## config.mk

```make
export PLATFORM = sky130hd
export DESIGN_NAME = vga_sync_generator
export DESIGN_NICKNAME = d
export VERILOG_FILES = /design/src/rtl/vga_sync_generator_pkg.sv /design/src/rtl/vga_axis_counter.sv /design/src/rtl/vga_sync_generator.sv
export SDC_FILE = /design/constraint.sdc
export NUM_CORES = 1
export LEC_CHECK = 0
export CAP_MARGIN = 20
export CORE_MARGIN = 1.5
export CORE_UTILIZATION = 50
export DETAILED_ROUTE_END_ITERATION = 8
export PLACE_DENSITY_LB_ADDON = 0.1
export SETUP_SLACK_MARGIN = 0.2
export SYNTH_ARGS = -nofsm -noshare
export SYNTH_HDL_FRONTEND = slang
export SYNTH_SLANG_ARGS = --single-unit
export TNS_END_PERCENT = 5
```

## constraint.sdc

```tcl
create_clock -name clock_25 -period 7.1 [get_ports clock_25]
set_clock_uncertainty 0.15 [all_clocks]
set_input_delay 1.42 -clock clock_25 [delete_from_list [all_inputs] [get_ports clock_25]]
set_output_delay 1.42 -clock clock_25 [all_outputs]
set_load 0.02 [all_outputs]
```

## src/rtl/vga_sync_generator_pkg.sv

```systemverilog
// Shared 640x480@60 Hz timing defaults and coordinate width for the VGA pipeline.
// The colour stage and tile addresser import the same constants.
package vga_sync_generator_pkg;

   localparam int COORD_W = 10;

   localparam int H_DISPLAY_DEF = 640;
   localparam int H_FRONT_DEF   = 16;
   localparam int H_SYNC_DEF    = 96;
   localparam int H_BACK_DEF    = 48;

   localparam int V_DISPLAY_DEF = 480;
   localparam int V_FRONT_DEF   = 10;
   localparam int V_SYNC_DEF    = 2;
   localparam int V_BACK_DEF    = 33;

   function automatic int axis_total(input int display, input int front,
                                     input int sync, input int back);
      return display + front + sync + back;
   endfunction

endpackage

```

## src/rtl/vga_axis_counter.sv

```systemverilog
// One raster axis: free-running counter with wrap strobe and combinational
// visible / active-low sync decode of the current count.
module vga_axis_counter
   import vga_sync_generator_pkg::*;
#(
   parameter int DISPLAY = H_DISPLAY_DEF,
   parameter int FRONT   = H_FRONT_DEF,
   parameter int SYNC    = H_SYNC_DEF,
   parameter int BACK    = H_BACK_DEF
) (
   input  logic               clock_25,
   input  logic               reset_n,
   input  logic               enable,
   output logic [COORD_W-1:0] count,
   output logic               wrap,
   output logic               visible,
   output logic               sync_n
);

   localparam int TOTAL = axis_total(DISPLAY, FRONT, SYNC, BACK);

   localparam logic [COORD_W-1:0] LAST       = COORD_W'(TOTAL - 1);
   localparam logic [COORD_W-1:0] VIS_END    = COORD_W'(DISPLAY);
   localparam logic [COORD_W-1:0] SYNC_START = COORD_W'(DISPLAY + FRONT);
   localparam logic [COORD_W-1:0] SYNC_END   = COORD_W'(DISPLAY + FRONT + SYNC);

   logic [COORD_W-1:0] count_reg;
   logic [COORD_W-1:0] count_next;

   always_comb begin
      count_next = count_reg;
      if (enable) begin
         if (count_reg == LAST)
            count_next = '0;
         else
            count_next = count_reg + 1'b1;
      end
   end

   always_ff @(posedge clock_25 or negedge reset_n) begin
      if (!reset_n)
         count_reg <= '0;
      else
         count_reg <= count_next;
   end

   // Wrap is qualified by enable so the vertical axis only sees it on the last pixel of a line.
   assign wrap    = enable && (count_reg == LAST);
   assign visible = (count_reg < VIS_END);
   assign sync_n  = !((count_reg >= SYNC_START) && (count_reg < SYNC_END));
   assign count   = count_reg;

endmodule

```

## src/rtl/vga_sync_generator.sv

```systemverilog
// 640x480@60 Hz raster timing generator: registered pixel coordinates and strobes,
// with hsync/vsync delayed by SYNC_DELAY extra flops to match the colour register.
module vga_sync_generator
   import vga_sync_generator_pkg::*;
#(
   parameter int H_DISPLAY  = H_DISPLAY_DEF,
   parameter int H_FRONT    = H_FRONT_DEF,
   parameter int H_SYNC     = H_SYNC_DEF,
   parameter int H_BACK     = H_BACK_DEF,
   parameter int V_DISPLAY  = V_DISPLAY_DEF,
   parameter int V_FRONT    = V_FRONT_DEF,
   parameter int V_SYNC     = V_SYNC_DEF,
   parameter int V_BACK     = V_BACK_DEF,
   parameter int SYNC_DELAY = 1
) (
   input  logic               clock_25,
   input  logic               reset_n,
   output logic               hsync,
   output logic               vsync,
   output logic               display_area,
   output logic [COORD_W-1:0] pixel_x,
   output logic [COORD_W-1:0] pixel_y,
   output logic               frame_end
);

   localparam int H_TOTAL = axis_total(H_DISPLAY, H_FRONT, H_SYNC, H_BACK);
   localparam int V_TOTAL = axis_total(V_DISPLAY, V_FRONT, V_SYNC, V_BACK);

   generate
      if (SYNC_DELAY < 0 || SYNC_DELAY > 3 || H_TOTAL > 1024 || V_TOTAL > 1024) begin : g_bad_params
         $error("vga_sync_generator: illegal SYNC_DELAY or raster totals exceed 10-bit counters");
      end
   endgenerate

   logic [COORD_W-1:0] h_count;
   logic [COORD_W-1:0] v_count;
   logic               h_wrap;
   logic               v_wrap;
   logic               h_visible;
   logic               v_visible;
   logic               h_sync_n;
   logic               v_sync_n;

   vga_axis_counter #(
      .DISPLAY (H_DISPLAY),
      .FRONT   (H_FRONT),
      .SYNC    (H_SYNC),
      .BACK    (H_BACK)
   ) u_h_axis (
      .clock_25 (clock_25),
      .reset_n  (reset_n),
      .enable   (1'b1),
      .count    (h_count),
      .wrap     (h_wrap),
      .visible  (h_visible),
      .sync_n   (h_sync_n)
   );

   vga_axis_counter #(
      .DISPLAY (V_DISPLAY),
      .FRONT   (V_FRONT),
      .SYNC    (V_SYNC),
      .BACK    (V_BACK)
   ) u_v_axis (
      .clock_25 (clock_25),
      .reset_n  (reset_n),
      .enable   (h_wrap),
      .count    (v_count),
      .wrap     (v_wrap),
      .visible  (v_visible),
      .sync_n   (v_sync_n)
   );

   logic               display_area_reg;
   logic [COORD_W-1:0] pixel_x_reg;
   logic [COORD_W-1:0] pixel_y_reg;
   logic               frame_end_reg;

   always_ff @(posedge clock_25 or negedge reset_n) begin
      if (!reset_n) begin
         display_area_reg <= 1'b0;
         pixel_x_reg      <= '0;
         pixel_y_reg      <= '0;
         frame_end_reg    <= 1'b0;
      end else begin
         display_area_reg <= h_visible && v_visible;
         pixel_x_reg      <= h_count;
         pixel_y_reg      <= v_count;
         frame_end_reg    <= v_wrap;
      end
   end

   // Element 0 is the stage-0 sync register; each further element is one delay flop.
   logic [SYNC_DELAY:0] hsync_pipe_reg;
   logic [SYNC_DELAY:0] vsync_pipe_reg;

   always_ff @(posedge clock_25 or negedge reset_n) begin
      if (!reset_n) begin
         hsync_pipe_reg[0] <= 1'b1;
         vsync_pipe_reg[0] <= 1'b1;
      end else begin
         hsync_pipe_reg[0] <= h_sync_n;
         vsync_pipe_reg[0] <= v_sync_n;
      end
   end

   generate
      for (genvar gi = 1; gi <= SYNC_DELAY; gi++) begin : g_sync_delay
         always_ff @(posedge clock_25 or negedge reset_n) begin
            if (!reset_n) begin
               hsync_pipe_reg[gi] <= 1'b1;
               vsync_pipe_reg[gi] <= 1'b1;
            end else begin
               hsync_pipe_reg[gi] <= hsync_pipe_reg[gi-1];
               vsync_pipe_reg[gi] <= vsync_pipe_reg[gi-1];
            end
         end
      end
   endgenerate

   assign hsync        = hsync_pipe_reg[SYNC_DELAY];
   assign vsync        = vsync_pipe_reg[SYNC_DELAY];
   assign display_area = display_area_reg;
   assign pixel_x      = pixel_x_reg;
   assign pixel_y      = pixel_y_reg;
   assign frame_end    = frame_end_reg;

endmodule

```

==> flow_summary.toml <==
[drt]
totalWireLength_mm = 2.68
wl_per_cell_um = 12.9
drt_pass1_iterations = 4
drc = 0
vias = 1063
antenna_left = 0
drtIter0Drc = 16
vias_per_cell = 5.11

[sta]
tns_ns = 0
slew_headroom_pct = 36.9
final.min_clock_period_ns = 3.05
final_max_slew_viol_count = 0
worst_slack_ns = 4.05
rsz0062_at_grt = "no"
tightest_slew_ns = 0.946
setup-violations-final = 0
period_share_pct = 43.0
fmax_mhz = 328
timing_hold_violations_final = 0

[power_and_ir_drop]
static-leakage-power_uw = 0.000923
power.density_nw_per_um2 = 192
peakVddDrop_v = 0.000128
power.total_uw = 391

[clocking]
root_buffer = "clkbuf_4"
ctsResizeCount = 0
cts_htree_levels = 2
clock_sinks = 46
cts_buffers = 5
postCtsSetupBuffers = 0
hold_buffers = 0
clk_latency_ns = 0.35
clk_pin_slew_ns = 0.12
cts_tree = "yes"
ctsLongestPathBuffers = 2

[setup_path]
path_cells = "clkdlybuf4s50_1"
path_max_fanout = 1
slowest_stage = "clkdlybuf4s50_1"
endpoint_kind = "output pin"
worst-path-buf-inv = 1
cp.required_ns = 5.53
cpPeakStageDelay_ns = 0.59
worstSetupStartpointType = "register"
path_class = "register to output pin"
cp_top_family = "buffers and inverters"
arrival_ns = 1.48

[place]
place_hpwl_mm = 1.86
gp_congestion = 0.830
place_ws_ns = 4.44
place_area_sq_um = 1970
io_buffers = 25

[yosys]
synth-simple-area-share_pct = 16.0
synth_top_family_by_area = "simple AND/OR/NAND/NOR gates"
yosys_warnings = 0
syn_inst = 133
synthXorXnorAreaFrac_pct = 6.76
synthAdderAreaFrac_pct = 2.97
yosys_register_bits = 46
synth_area_sq_um = 1680
ys_types = 27
muxShareOfSynthArea_pct = 0
avgSynthCellArea_sq_um = 12.7
synth_compound_area_share_pct = 3.64
synth_seq_area_share_pct = 68.6
synth_fp_nets = 139

[final_layout]
drive_gt1_share_pct = 9.15
final_common_cell = "dfrtp_1"
nNetsFinal = 169
n_antenna_cell = 0
design_area_sq_um = 2030
fill_cells = 274
final_util_pct = 65.0
area_delta_synth_final_pct = 20.8
final_cell_mix = "dfrtp_1 (42), clkdlybuf4s50_1 (24), nand3_1 (13)"

[global_routing]
first_global_vias = 1001
grt_pass1_wl_mm = 4.63
antenna_found_initial = 0
grt_max_degree = 47
grt_usage_pct = 17.5
gr-total-overflow = 0

[die]
io_pins = 26
rows = 20
start_util_pct = 53.8
dieHeight_um = 61.0
die_area_sq_um = 3730
coreArea_sq_um = 3130
fp.dieW_um = 61.0

[job]
cap_violations = 0

[run_status]
outcome = "completed"

[hold_path]
hold_class = "register to register"
-- per-layer routing --
layer / global-route usage (%) / wire, um / up-vias
met4: 6.83 / 28 / 0
met5: 0 / 0 / -
met1: 26.2 / 1400 / 517
met2: 23.4 / 1130 / 28
met3: 6.09 / 125 / 4
li1: - / - / 514
-- worst paths after layout --
kind / from / end / slack (ns) / cells after the start
max in group asynchronous: reset_n / display_area$_DFF_PN0_ / 5.16 / 1
worst max register to register: u_h_axis.count[0]$_DFF_PN0_ / u_v_axis.count[9]$_DFFE_PN0N_ / 4.63 / 5
worst min register to register: vsync_pipe_reg[0]$_DFF_PN1_ / vsync$_DFF_PN1_ / 0.21 / 0
worst max-delay path: hsync$_DFF_PN1_ / hsync / 4.05 / 1
worst min-delay path: vsync_pipe_reg[0]$_DFF_PN1_ / vsync$_DFF_PN1_ / 0.21 / 0
min in group asynchronous: reset_n / u_v_axis.count[9]$_DFFE_PN0N_ / 1.05 / 1
-- area by class of cell --
class | instances | area [sq um] | share of cell area, %
Clock buffer | 7 | 55.1 | 2.71
Inverter | 6 | 22.5 | 1.11
Sequential cell | 46 | 1160 | 56.8
Timing Repair Buffer | 25 | 245 | 12.1
Tap cell | 44 | 55.1 | 2.71
Multi-Input combinational cell | 79 | 495 | 24.4
Clock inverter | 1 | 5.00 | 0.246
-- stage by stage --
stage	instances	hold WS, ns
global route	208	0.214
finish	208	0.214
global placement	200	0.196
CTS	208	0.215
floorplan	133	0.195
detailed placement	200	0.198
-- synth_stat cells, drive strengths merged --
library cell | count | area share (%)
o21a | 2 | 0.89
nor4b | 1 | 0.52
nor4 | 3 | 1.1
o31ai | 2 | 0.89
nor4bb | 1 | 0.59
or4 | 1 | 0.45
dfrtp | 42 | 62
or3 | 2 | 0.74
nand3 | 13 | 3.9
and2 | 2 | 0.82
xor2 | 6 | 3.1
nor2 | 10 | 2.2
nor3 | 7 | 2.1
a31oi | 1 | 0.37
buf | 2 | 0.59
nand2 | 6 | 1.3
and3 | 3 | 1.2
o21ai | 3 | 0.89
dfstp | 4 | 6.2
inv | 6 | 1.3
nand4 | 2 | 0.74
a21oi | 2 | 0.59
xnor2 | 7 | 3.6
ha | 4 | 3.0
or2 | 1 | 0.37
-- worst register-to-register path: cells and delay by family, from the launching register on --
family / cells / cell delay [ns]
and+or+nand+nor: 3 / 1.43
DFF: 1 / 0.45
AOI/OAI and AO/OA: 1 / 0.15
adders and majority gates: 1 / 0.24
-- report_power, final --
group,switching (uW),internal [uW]
registers,0,262
logic,4.54,0.199
clock network,76.2,48.1
total,80.7,310
-- cell families (layout without fill, tap and decap cells) --
group / Yosys count / after routing
simple gates: 52 / 52
buf+inv: 8 / 39
fa+ha+maj: 4 / 4
flops: 46 / 46
compound gates: 10 / 10
xor+xnor: 13 / 13
(Power assumes the default switching activity.)
